**config.mk**
```make
export PLATFORM = sky130hd
export DESIGN_NAME = oam_dma_ctrl
export DESIGN_NICKNAME = d
export VERILOG_FILES = /design/src/rtl/oam_dma_ctrl.sv
export SDC_FILE = /design/constraint.sdc
export NUM_CORES = 1
export LEC_CHECK = 0
export ABC_AREA = 1
export CORE_ASPECT_RATIO = 0.7
export CORE_MARGIN = 2
export CORE_UTILIZATION = 43
export DETAILED_ROUTE_END_ITERATION = 8
export HOLD_SLACK_MARGIN = 0.1
export PLACE_DENSITY_LB_ADDON = 0.12
export SLEW_MARGIN = 10
export SYNTH_ARGS = -nofsm -noshare
export SYNTH_HDL_FRONTEND = slang
export SYNTH_SLANG_ARGS = --single-unit
```
**constraint.sdc**
```tcl
create_clock -name clk -period 1.7 [get_ports clk]
set_clock_uncertainty 0.05 [all_clocks]
set_input_delay 0.34 -clock clk [delete_from_list [all_inputs] [get_ports clk]]
set_output_delay 0.34 -clock clk [all_outputs]
set_load 0.02 [all_outputs]
```
**src/rtl/oam_dma_ctrl.sv**
```systemverilog
// oam_dma_ctrl: halts the CPU and copies one 256-byte page to PPU OAMDATA, one get/put pair per byte.
module oam_dma_ctrl #(
    parameter logic [15:0] DMA_REG_ADDR  = 16'h4014,
    parameter logic [15:0] OAM_DATA_ADDR = 16'h2004
) (
    input  logic        clk,
    input  logic        rst,
    input  logic        cpu_cycle_en,
    input  logic [15:0] cpu_addr,
    input  logic [7:0]  cpu_dout,
    input  logic        cpu_r_nw,
    output logic        cpu_rdy,
    output logic        bus_sel,
    output logic [15:0] bus_addr,
    output logic [7:0]  bus_dout,
    output logic        bus_r_nw,
    input  logic [7:0]  bus_din,
    output logic        dma_done
);
    typedef enum logic [2:0] {IDLE, HALT, ALIGN, READ, WRITE} state_t;
    state_t     state_q, state_d;
    logic [7:0] page_q, page_d, idx_q, idx_d, data_q, data_d;
    logic       par_q, par_d, done_q, done_d;
    always_comb begin
        state_d = state_q;
        page_d  = page_q;
        idx_d   = idx_q;
        data_d  = data_q;
        par_d   = par_q;
        done_d  = 1'b0;
        if (cpu_cycle_en) begin
            par_d = ~par_q;
            case (state_q)
                IDLE: if (cpu_addr == DMA_REG_ADDR && !cpu_r_nw) begin
                    page_d  = cpu_dout;
                    idx_d   = 8'h00;
                    state_d = HALT;
                end
                HALT:  state_d = par_q ? READ : ALIGN;
                ALIGN: state_d = READ;
                READ: begin
                    data_d  = bus_din;
                    state_d = WRITE;
                end
                WRITE: begin
                    idx_d   = idx_q + 8'd1;
                    state_d = (idx_q == 8'hFF) ? IDLE : READ;
                    done_d  = (idx_q == 8'hFF);
                end
                default: state_d = IDLE;
            endcase
        end
    end
    always_ff @(posedge clk) begin
        if (!rst) begin
            state_q <= IDLE;
            page_q  <= 8'h00;
            idx_q   <= 8'h00;
            data_q  <= 8'h00;
            par_q   <= 1'b0;
            done_q  <= 1'b0;
        end else begin
            state_q <= state_d;
            page_q  <= page_d;
            idx_q   <= idx_d;
            data_q  <= data_d;
            par_q   <= par_d;
            done_q  <= done_d;
        end
    end
    assign cpu_rdy  = (state_q == IDLE);
    assign bus_sel  = ~cpu_rdy;
    assign bus_addr = (state_q == READ) ? {page_q, idx_q} : (state_q == WRITE) ? OAM_DATA_ADDR : 16'h0000;
    assign bus_dout = (state_q == WRITE) ? data_q : 8'h00;
    assign bus_r_nw = (state_q != WRITE);
    assign dma_done = done_q;
endmodule

```
* Word level (Yosys, flattened, before mapping)
Index checks and enable logic that the tools add are counted.
** Word-level totals
- Flip-flop bits (word level) :: 29
- Word-level logic and storage cells :: 35
** Cells by class
- Equal/unequal tests :: 8
- $add $sub $neg :: 1
- Bitwise gates (word level) :: 2
- Mux-type cells :: 9
- Reductions and logical operators :: 9
** Operators with widths (count)
- == test 16 x 15 -> 1 bit (second input constant) :: 1
- two-way mux 16 bit :: 1
- two-way mux 8 bit :: 2
- one-hot mux 8 bit (2 select lines) :: 1
- one-hot mux 3 bit (5 select lines) :: 1
- two-way mux 14 bit :: 1
- AND reduction 3 bit :: 3
- adder 8 x 1 -> 8 bit (second input constant) :: 1
- == test 8 bit (second input constant) :: 1
- == test 3 x 2 -> 1 bit (second input constant) :: 2
- AND reduction 2 bit :: 2
- == test 3 x 1 -> 1 bit (second input constant) :: 1
- == test 3 bit (second input constant) :: 1
- zero test 3 bit :: 1
- two-way mux 3 bit :: 1
- inequality test 3 bit (second input constant) :: 1
- two-way mux 2 bit :: 1
- inequality test 2 x 1 -> 1 bit (second input constant) :: 1
- inverter 1 bit :: 2
- nonzero test 2 bit :: 1
- logical AND 1 bit :: 1
- zero test 1 bit :: 1
- two-way mux 1 bit :: 1

* Logic depth before layout (Yosys ltp)
- Word-level depth :: 4
- Gate-level depth with buffers :: 9
- Mapped depth without buffers :: 9

* Worst setup path after synthesis
No wires, ideal clock.
- Path type :: flip-flop to output port
- Start point :: register state_q[0]
- End point :: output bus_addr[10]
- Required time :: 1.310 ns
- Slack :: 0.077 ns
- Buffers on the path :: 1
- Arrival time :: 1.233 ns
- Stages on the path, launching flop included :: 6
- Cells stage by stage :: dfxtp_1 nand2_1 nor2_1 inv_1 buf_1 nor2_1
** On the way
- Longest elaborated chain between the ends :: 2
** Ends and longest elaborated chain
- start: declaration :: RTL line 21 : state_t state_q, state_d;
- start signal: assignment :: RTL line 63 : state_q <= state_d;
- == test 3 x 2 -> 1 bit :: RTL line 73 : assign bus_addr = (state_q == READ) ? {page_q, idx_q} : (state_q == WRITE) ? OAM_DATA_ADDR : 16'h0000;
- two-way mux 16 bit :: RTL line 73
- end: declaration :: RTL line 14 : output logic [15:0] bus_addr,
No other way between the ends.

* Final worst setup path
- Start point :: register state_q[1]
- End point :: output bus_addr[10]
Same word-level chain as after synthesis.

==> results_tabular.tex <==
\begin{tabular}{lr}
\hline
Metric & Value \\
\hline
\multicolumn{2}{l}{\textbf{Run status}} \\
\quad Outcome & finished with violations \\
\quad Failing checks & setup timing \\
\multicolumn{2}{l}{\textbf{Cells and area}} \\
\quad Synth-to-Final Area Change & 65.5\% \\
\quad Total inserted antenna cells & 0 \\
\quad Layout cell share with drive strength beyond 1 & 0.285 \\
\quad Final cell area excluding filler cells & 0.00262 mm\^{}2 \\
\quad Number of non-filler instances in the completed layout & slightly below 400 \\
\quad Final core occ & 0.745 \\
\quad Final Net Count & approximately 380 \\
\multicolumn{2}{l}{\textbf{Timing}} \\
\quad Maximum frequency from static timing analysis & 588 MHz \\
\quad Share of the clock period used by the worst path & 1.00 \\
\quad Unrepaired setup endpoints after global routing & yes \\
\quad Worst slew slack as a fraction of its limit & 0.739 \\
\quad Count of final max-slew check failures & 0 \\
\quad Post-layout min period & about 1700 ps \\
\quad Final-report setup violation count & 1 \\
\quad Final-report hold violation count & 0 \\
\quad Final setup margin & -0.847 ps \\
\quad Slew of the pin with the lowest slew margin & 390 ps \\
\multicolumn{2}{l}{\textbf{Power}} \\
\quad Total power density per cell area & 526 mW/mm\^{}2 \\
\quad Relative contribution of combinational cells to total power & 0.100 \\
\quad Relative contribution of sequential cells to total power & 0.497 \\
\quad Maximum ir drop on the vdd rail & 0.545 mV \\
\quad Internal power & 1.06 mW \\
\quad Switch share & 0.233 \\
\quad Clock power share & 0.403 \\
\quad Total power draw & 1.38 mW \\
\quad Static leakage & roughly 1.1 nW \\
\quad Power spent charging and discharging nets & 0.320 mW \\
\multicolumn{2}{l}{\textbf{Yosys}} \\
\quad Avg Synthesized Cell Area & 6.35 um\^{}2 \\
\quad Top FF cell, synth & dfxtp\_1 \\
\quad Fraction of post-synthesis cell area in the top cell type by area & 0.367 \\
\quad Flop and latch count out of synthesis & 29 \\
\quad Ys Warns & 0 \\
\quad Number of library cell types mapped by synthesis & 29 \\
\quad Cell type with the largest total area after synthesis & dfxtp\_1 \\
\quad Dominant cells by area after synthesis & dfxtp\_1, nor2\_1, nand2\_1 \\
\quad Netlist Area Pre-Place & 0.00158 mm\^{}2 \\
\quad Proportion of register bits with asynchronous set or reset after synthesis & 0 \\
\quad Number of cells produced by synthesis & 249 \\
\quad EDFF count, synth & 0 \\
\quad Synthesized net count & 286 \\
\quad Part of the Yosys area used for sequential elements & 0.367 \\
\multicolumn{2}{l}{\textbf{Global route}} \\
\quad Maximum number of pins on one net before global-route repair & 18 \\
\quad Global-route wire length before repair & 7060 um \\
\quad Gr usage total & 0.216 \\
\quad Initial antenna violation count & 0 \\
\quad Number of global-route vias before repair & roughly 1600 \\
\quad Global route total overflow & 0 \\
\multicolumn{2}{l}{\textbf{Floorplan}} \\
\quad Height of the die & 54.7 um \\
\quad Core Region & 0.00351 mm\^{}2 \\
\quad Die Span X & around 76 um \\
\quad Overall die area & 0.00419 mm\^{}2 \\
\quad Starting density of the core & 0.450 \\
\quad Row count & 18 \\
\quad Total I/O pin count & 64 \\
\multicolumn{2}{l}{\textbf{Place}} \\
\quad Worst setup slack before clock tree synthesis & -216 ps \\
\quad Cell area after placement & 0.00246 mm\^{}2 \\
\quad Routability congestion estimate from global placement & about 0.85 \\
\quad IO buf count & 63 \\
\quad \# placed instances & 380 \\
\quad Post-DP HPWL & 3200 um \\
\multicolumn{2}{l}{\textbf{Hold path}} \\
\quad Worst hold path type & flop to flop \\
\multicolumn{2}{l}{\textbf{Critical path}} \\
\quad Delay-heaviest family, CP & buffers and inverters \\
\quad Worst endpoint data arrival time & 1310 ps \\
\quad Critical-path maximum fanout & 12 \\
\quad Critical-path cell list & nand2\_1 > nor2\_2 > inv\_2 > buf\_12 > nor2\_1 > buf\_4 \\
\quad CP Launch Type & flop \\
\quad Slowest stage cell on the critical path & dfxtp\_2 \\
\quad Data required time of the worst path & 1310 ps \\
\quad Category of the critical setup timing path & flop to output pin \\
\quad Sum of buffers and inverters on the critical path & 3 \\
\quad Max stage delay on crit path & 340 ps \\
\quad Kind of end point of the critical path & output pin \\
\multicolumn{2}{l}{\textbf{Detailed routing}} \\
\quad Post-DRT Antenna Nets & 0 \\
\quad Drt total wl & 4350 um \\
\quad Routed vias & approximately 1800 \\
\quad Post-DR wirelength/cell & roughly 11 um \\
\quad Ratio of routed vias to standard cells & 4.65 \\
\quad Pre-antenna DRT Iters & 7 \\
\quad Number of design rule violations left after detail routing & 0 \\
\quad Drt initial violations & 115 \\
\multicolumn{2}{l}{\textbf{Clock network}} \\
\quad Max Root-Sink Buffers & 2 \\
\quad Cell at the root of the clock tree & clkbuf\_8 \\
\quad Clock transition at the registers of the reported paths & 60 ps \\
\quad CTS tree & built \\
\quad Clock buffer count from CTS & 5 \\
\quad Maximum level of the CTS H-tree & 2 \\
\quad Number of buffers added to fix hold violations after cts & 0 \\
\quad Clock latency on the worst-skew pair & 290 ps \\
\quad Clock sink count & 29 \\
\multicolumn{2}{l}{\textbf{Job}} \\
\quad Number of max-cap violations & 0 \\
\hline
\end{tabular}
## metal layers
metal | up-vias | part of all wire | global-route usage
li1 | 947 | - | -
met1 | 805 | 0.47 | 0.285
met2 | 56 | 0.46 | 0.355
met3 | 5 | 0.058 | 0.0545
met4 | 0 | 0.0067 | 0.0667
met5 | - | 0 | 0
## cell type report
type / count / area (um^2)
well taps: 50 / 62.6
repair buffers: 89 / 812
clock buffers: 6 / 72.6
fillers: 308 / 896
clock inverters: 2 / 10.0
inverters: 42 / 158
multi-input cells: 172 / 920
flip-flops and latches: 29 / 583
## state kept, by name (all words and copies together) (netlist names)
signal,flops
data_q,8
dma_done,1
idx_q,8
page_q,8
par_q,1
state_q,3
## through the flow
| step | setup TNS (ps) | hold slack, ps |
|---|---|---|
| 2_1_floorplan | 0 | 380 |
| 3_3_place_gp | -5150 | 391 |
| 3_5_place_dp | -6350 | 393 |
| 4_1_cts | -18.3 | 402 |
| 5_1_grt | -1360 | 424 |
| 6_report | -0.847 | 401 |
## tightest hold or removal path: cells and delay by family, from the launching register on
kind | cells | cell delay (ps)
AOI/OAI and AO/OA | 1 | 50
DFF | 1 | 300
buffers and inverters | 1 | 60
## final timing paths
kind	start	endpoint	slack [ps]	depth (start not counted)
worst min register to register	data_q[1]	data_q[1]	400	2
worst max register to register	state_q[0]	page_q[4]	20	11
worst min-delay path	data_q[1]	data_q[1]	400	2
worst max-delay path	state_q[1]	bus_addr[10]	-0.8	6
## kinds of logic (layout without fill, tap and decap cells)
kind of cell,count (synthesis),after routing,share of synthesized area
AOI/OAI and AO/OA,31,31,0.0997
xor gates and xnor gates,2,2,0.0111
buffers and inverters,48,139,0.120
DFF,29,29,0.367
adders and majority gates,1,1,0.00791
and+or+nand+nor,138,138,0.394
## what timing repair did
action,in CTS,in global routing
cloned,0,1
gates resized for setup,110,52
pin swaps,0,10
buffers inserted,0,1
endpoints found under the setup margin,27,41
## cells in the final DEF (no fill, tap or decap), drive strengths merged
| cell | netlist | layout |
|---|---|---|
| nor2 | 57 | 57 |
| nand2 | 55 | 55 |
| buf | 5 | 50 |
| inv | 41 | 41 |
| clkdlybuf4s50 | 0 | 36 |
| dfxtp | 29 | 29 |
| a21oi | 17 | 17 |
| nand3 | 14 | 14 |
| o21ai | 13 | 13 |
| clkbuf | 1 | 8 |
| nand4 | 5 | 5 |
| clkinv | 1 | 3 |
| nor3b | 2 | 2 |
| xnor2 | 2 | 2 |
| nor3 | 2 | 2 |
| or2 | 2 | 2 |
| o211ai | 1 | 1 |
| nand3b | 1 | 1 |
| ha | 1 | 1 |
| clkdlybuf4s15 | 0 | 1 |
## power groups by stage
stage | Combinational [mW] | Clock [mW] | Sequential [mW]
after floorplan | 0.0349 | 0 | 0.698
after global placement | 0.136 | 0 | 0.699
after detailed placement | 0.137 | 0 | 0.699
after CTS | 0.138 | 0.557 | 0.684
after global routing | 0.153 | 0.584 | 0.684
final | 0.138 | 0.554 | 0.684
## cell usage after synthesis (2+ instances only)
master / instances
nor2_4: 2
dfxtp_1: 29
nand4_1: 3
nand2_1: 52
a21oi_1: 17
buf_1: 2
nand2_4: 2
buf_2: 2
nor3_1: 2
nor2_1: 54
inv_1: 39
inv_2: 2
o21ai_0: 12
nor3b_1: 2
nand3_1: 14
xnor2_1: 2
(Power assumes the default switching activity.)
